===== config.mk =====
export PLATFORM = sky130hd
export DESIGN_NAME = img_writer
export DESIGN_NICKNAME = d
export VERILOG_FILES = /design/src/rtl/img_writer.sv
export SDC_FILE = /design/constraint.sdc
export NUM_CORES = 1
export LEC_CHECK = 0
export ABC_AREA = 1
export BUFFER_PORTS_ARGS = -buffer_cell sky130_fd_sc_hd__buf_2
export CAP_MARGIN = 20
export CORE_UTILIZATION = 38
export CTS_CLUSTER_SIZE = 16
export DETAILED_ROUTE_END_ITERATION = 10
export HOLD_SLACK_MARGIN = 0.06
export SLEW_MARGIN = 25
export SYNTH_ARGS = -nofsm -noshare
export SYNTH_HDL_FRONTEND = slang
export SYNTH_SLANG_ARGS = --single-unit
export TNS_END_PERCENT = 30

===== constraint.sdc =====
create_clock -name clk -period 1.7 [get_ports clk]
set_input_delay 0.34 -clock clk [delete_from_list [all_inputs] [get_ports clk]]
set_output_delay 0.34 -clock clk [all_outputs]
set_load 0.005 [all_outputs]

===== src/rtl/img_writer.sv =====
// ============================================================================
//  Module   : img_writer
//  Purpose  : Receives A5 5A-framed pixel bytes from a UART and writes them into a frame buffer.
//  Revision : 1.0 - initial release
// ============================================================================
`default_nettype none

module img_writer #(
   parameter int         PIX_COUNT   = 3072,
   parameter int         ADDR_W      = 12,
   parameter int         TIMEOUT_CYC = 1200000,
   parameter logic [7:0] SYNC0       = 8'hA5,
   parameter logic [7:0] SYNC1       = 8'h5A
) (
   input  logic              clk,
   input  logic              rst,
   input  logic              data_rdy,
   input  logic [7:0]        data,
   output logic              wr_en,
   output logic [ADDR_W-1:0] wr_addr,
   output logic [7:0]        wr_data,
   output logic              busy,
   output logic              frame_done,
   output logic              err
);

   localparam int c_pix_w = (PIX_COUNT > 1) ? $clog2(PIX_COUNT) : 1;
   localparam int c_tmo_w = $clog2(TIMEOUT_CYC + 1);
   localparam logic [c_pix_w-1:0] c_pix_last = c_pix_w'(PIX_COUNT - 1);
   localparam logic [c_tmo_w-1:0] c_tmo_last = c_tmo_w'(TIMEOUT_CYC - 1);

   typedef enum logic [1:0] {
      ST_IDLE  = 2'd0,
      ST_SYNC2 = 2'd1,
      ST_PIX   = 2'd2,
      ST_DONE  = 2'd3
   } state_t;

   state_t              r_state;
   state_t              w_state_n;
   logic [c_pix_w-1:0]  r_pix;
   logic [c_pix_w-1:0]  w_pix_n;
   logic [c_tmo_w-1:0]  r_tmo;
   logic [c_tmo_w-1:0]  w_tmo_n;
   logic                r_wr_en;
   logic                w_wr_en_n;
   logic [ADDR_W-1:0]   r_wr_addr;
   logic [ADDR_W-1:0]   w_wr_addr_n;
   logic [7:0]          r_wr_data;
   logic [7:0]          w_wr_data_n;
   logic                r_busy;
   logic                w_busy_n;
   logic                r_frame_done;
   logic                w_frame_done_n;
   logic                r_err;
   logic                w_err_n;
   logic                w_expire;

   // Expiry is the silent cycle that would bring the count to TIMEOUT_CYC;
   // a byte arriving in that same cycle cancels it.
   assign w_expire = ~data_rdy && (r_tmo == c_tmo_last);

   always_ff @(posedge clk) begin
      if (rst) begin
         r_state      <= ST_IDLE;
         r_pix        <= '0;
         r_tmo        <= '0;
         r_wr_en      <= 1'b0;
         r_wr_addr    <= '0;
         r_wr_data    <= 8'd0;
         r_busy       <= 1'b0;
         r_frame_done <= 1'b0;
         r_err        <= 1'b0;
      end else begin
         r_state      <= w_state_n;
         r_pix        <= w_pix_n;
         r_tmo        <= w_tmo_n;
         r_wr_en      <= w_wr_en_n;
         r_wr_addr    <= w_wr_addr_n;
         r_wr_data    <= w_wr_data_n;
         r_busy       <= w_busy_n;
         r_frame_done <= w_frame_done_n;
         r_err        <= w_err_n;
      end
   end

   always_comb begin
      w_state_n   = r_state;
      w_pix_n     = r_pix;
      w_tmo_n     = r_tmo;
      w_wr_en_n   = 1'b0;
      w_wr_addr_n = r_wr_addr;
      w_wr_data_n = r_wr_data;
      w_err_n     = 1'b0;

      case (r_state)
         ST_IDLE: begin
            w_tmo_n = '0;
            if (data_rdy && (data == SYNC0)) begin
               w_state_n = ST_SYNC2;
            end
         end

         ST_SYNC2: begin
            if (data_rdy) begin
               w_tmo_n = '0;
               if (data == SYNC1) begin
                  w_state_n = ST_PIX;
                  w_pix_n   = '0;
               end else if (data != SYNC0) begin
                  w_state_n = ST_IDLE;
               end
            end else if (w_expire) begin
               w_state_n = ST_IDLE;
               w_tmo_n   = '0;
               w_err_n   = 1'b1;
            end else begin
               w_tmo_n = r_tmo + 1'b1;
            end
         end

         ST_PIX: begin
            if (data_rdy) begin
               w_tmo_n     = '0;
               w_wr_en_n   = 1'b1;
               w_wr_addr_n = ADDR_W'(r_pix);
               w_wr_data_n = data;
               // Counter parks on the last index so it never wraps inside a frame.
               if (r_pix == c_pix_last) begin
                  w_state_n = ST_DONE;
               end else begin
                  w_pix_n = r_pix + 1'b1;
               end
            end else if (w_expire) begin
               w_state_n = ST_IDLE;
               w_tmo_n   = '0;
               w_err_n   = 1'b1;
            end else begin
               w_tmo_n = r_tmo + 1'b1;
            end
         end

         ST_DONE: begin
            w_tmo_n   = '0;
            w_state_n = ST_IDLE;
         end

         default: begin
            w_state_n = ST_IDLE;
            w_tmo_n   = '0;
         end
      endcase

      w_busy_n       = (w_state_n == ST_SYNC2) || (w_state_n == ST_PIX);
      // Registered from DONE so the pulse lands one cycle after the last write.
      w_frame_done_n = (r_state == ST_DONE);
   end

   assign wr_en      = r_wr_en;
   assign wr_addr    = r_wr_addr;
   assign wr_data    = r_wr_data;
   assign busy       = r_busy;
   assign frame_done = r_frame_done;
   assign err        = r_err;

endmodule

`default_nettype wire


==> results.json <==
{
  "status": "finished clean",
  "dp_cells": 547,
  "numPortBuffers": 34,
  "report.final.slew_viol_count": 0,
  "grt_overflow": 0,
  "synth_cell_types": 36,
  "antenna_found_initial": 0,
  "ir_worst_vdd_v": 0.000506,
  "power_density_nw_per_um2": 986,
  "drc_errors": 0,
  "min_period_ns": 1.65,
  "layout-drive-gt1-share_pct": 27.0,
  "num_antenna_cells": 0,
  "yosysTopAreaCell": "dfxtp_1",
  "cp.arrival_ns": 1.87,
  "fin_tns_setup_ns": 0,
  "rsz0062_at_grt": "true",
  "yosysSeqAreaShare_pct": 41.0,
  "synth.area.top_cells": "dfxtp_1, nand2_1, nor2_1",
  "pwr-share-seq_pct": 43.8,
  "slew_headroom_pct": 79.8,
  "grt_pass1_wl_mm": 10.4,
  "hold_buffers": 0,
  "drtIter0Drc": 138,
  "viasPerCell": 4.58,
  "drv_cap": 0,
  "synth_ff_type": "dfxtp_1",
  "gp_congestion": 0.812,
  "cts_buffers": 9,
  "timing_worst_slew_pin_value_ns": 0.301,
  "initial_core_util_pct": 39.5,
  "synth_fp_nets": 416,
  "grt_usage_pct": 17.2,
  "r2r-start": "r_tmo[1]$_SDFF_PP0_",
  "fp.dieH_um": 89.1,
  "via_count": 2608,
  "min_from": "data[3]",
  "synth_warnings": 0,
  "critPathCaptureType": "flop",
  "syn_inst": 399,
  "synth_area_um2": 2880,
  "synth_most_common_cell": "nand2_1",
  "rows": 31,
  "syn_avg_cell_area_um2": 7.22,
  "fillCellCount": 756,
  "fmax_mhz": 605,
  "rr_endpoint": "r_tmo[18]$_SDFF_PP0_",
  "antenna_left": 0,
  "p_comb_share_pct": 26.6,
  "r2r_setup_slack_ns": 0.05,
  "htree_levels": 3,
  "clkPwrFrac_pct": 29.5,
  "internal-power_mw": 2.41,
  "wl_per_cell_um": 11.2,
  "synth_top_area_share_pct": 41.0,
  "seq_area_um2": 1190,
  "hold_ws_ns": 0.294,
  "finalSetupViolations": 0,
  "grt_max_degree": 23,
  "sw_frac_of_total_pct": 32.0,
  "clk_pin_slew_ns": 0.07,
  "clockBufferDepth": 2,
  "layout-area-overhead-vs-synth_pct": 25.1,
  "fin_cells": 569,
  "synth_edf_count": 0,
  "die-area_um2": 7930,
  "cts_tree": "done",
  "ff2ff_path_depth": 12,
  "fin_crit_sh_pct": 97.2,
  "synth_commonest_cells": "nand2_1, nor2_1, dfxtp_1",
  "ys_ff_latch": 59,
  "routed_wirelength_mm": 6.37,
  "p_sw_mw": 1.14,
  "cp.required_ns": 1.92,
  "fin_skew_ns": 0.00841,
  "dpl.hpwl_mm": 4.64,
  "insertion_delay_ns": 0.32,
  "drtPass1Iterations": 4,
  "die_w_um": 89.1,
  "grt_pass1_vias": 2300,
  "cts_root_buffer": "clkbuf_8",
  "power.leakage_nw": 1.53,
  "nets": 482,
  "multi_input_area_um2": 1540,
  "min_path_cells": 3,
  "core_area_um2": 7290,
  "criticalPathCategory": "reg2reg",
  "power_mw": 3.55,
  "cp_max_fo": 3,
  "synthArstFlopShare_pct": 0,
  "cts.sinks": 59,
  "critPathLaunchType": "flop",
  "hold_viol": 0,
  "ios": 35,
  "hold_path_end": "wr_data[3]$_SDFFE_PP0P_",
  "hold_class": "in2reg",
  "final_core_util_pct": 49.4
}
## per-layer routing
metal | vias up | global-route usage [%] | wire [um]
met5 | - | 0 | 0
met4 | 0 | 5.63 | 84
met3 | 6 | 4.80 | 223
met2 | 43 | 26.4 | 2710
met1 | 1150 | 23.3 | 3350
li1 | 1409 | - | -
## cells in the final DEF (no fill, tap or decap), drive strengths merged, types with 2 or more instances in the layout
cell and instances:
nand2 83, nor2 75, buf 67, dfxtp 59
inv 43, a21oi 34, o21ai 25, nand3 23
xor2 12, clkbuf 10, nor3 9, clkinv 6
ha 6, nor4 4, nand4 4, nor3b 3
o21a 2
## power groups by stage
stage | Sequential (mW) | Clock, mW | Combinational, mW
after floorplan | 1.60 | 0 | 0.525
after global placement | 1.58 | 0 | 0.900
after detailed placement | 1.58 | 0 | 0.910
after CTS | 1.56 | 1.10 | 0.917
after global routing | 1.58 | 1.17 | 1.09
final | 1.56 | 1.05 | 0.945
## flip-flops by register name, indices dropped and copies added, names as in the netlist
register / flops
err: 1
wr_data: 8
wr_addr: 12
busy: 1
r_pix: 12
r_state: 2
r_tmo: 21
frame_done: 1
wr_en: 1
## metrics by stage
stage	cell area, um^2	setup WS (ns)
after global placement	3320	0.0421
final	3600	0.0473
after global routing	3600	-0.106
after floorplan	2880	0.155
after CTS	3480	0.00355
after detailed placement	3320	0.0342
## worst max-delay path, stage by stage (launching register included)
cell and delay [ns]:
dfxtp_2 0.36, ha_4 0.15, nand3_4 0.08, inv_4 0.07, nand2_4 0.05, nor2_4 0.13
inv_2 0.07, nor3_4 0.20, nand3_2 0.14, nor2_4 0.13, nand2_1 0.05, nand2_1 0.07
a21oi_2 0.03
## layout make-up
type                       count  share of cell area [%]
multi-input combinational    284                    42.8
timing repair buffer          67                    11.6
tap                           99                    3.44
inverter                      44                    4.76
clock inverter                 6                   0.903
clock buffer                  10                    3.54
sequential                    59                    33.0
## cells by family after synthesis
group / Yosys count / synth area share, %
compound gates: 63 / 11.6
buf+inv: 56 / 7.60
simple gates: 202 / 33.3
fa+ha+maj: 6 / 2.61
xor+xnor: 13 / 3.95
flops: 59 / 41.0
## worst max path at each step
stage	startpoint	slack (ns)	cells past startpoint	endpoint
floorplan	r_state[0]$_SDFF_PP0_	0.16	9	r_pix[6]$_SDFFE_PP0P_
global placement	data[3]	0.04	14	busy$_SDFF_PP0_
detailed placement	r_tmo[1]$_SDFF_PP0_	0.03	11	r_tmo[20]$_SDFF_PP0_
CTS	r_tmo[1]$_SDFF_PP0_	0.004	12	r_tmo[18]$_SDFF_PP0_
global route	r_tmo[1]$_SDFF_PP0_	-0.11	12	r_tmo[18]$_SDFF_PP0_
finish	r_tmo[1]$_SDFF_PP0_	0.05	12	r_tmo[18]$_SDFF_PP0_
## timing repair
item | 4_1_cts | 5_1_grt
hold endpoints to repair | 0 | 0
buffers inserted | 0 | 6
endpoints found under the setup margin | 0 | 18
resized for setup | 0 | 21
No activity file was read; power rests on OpenSTA's default activity.
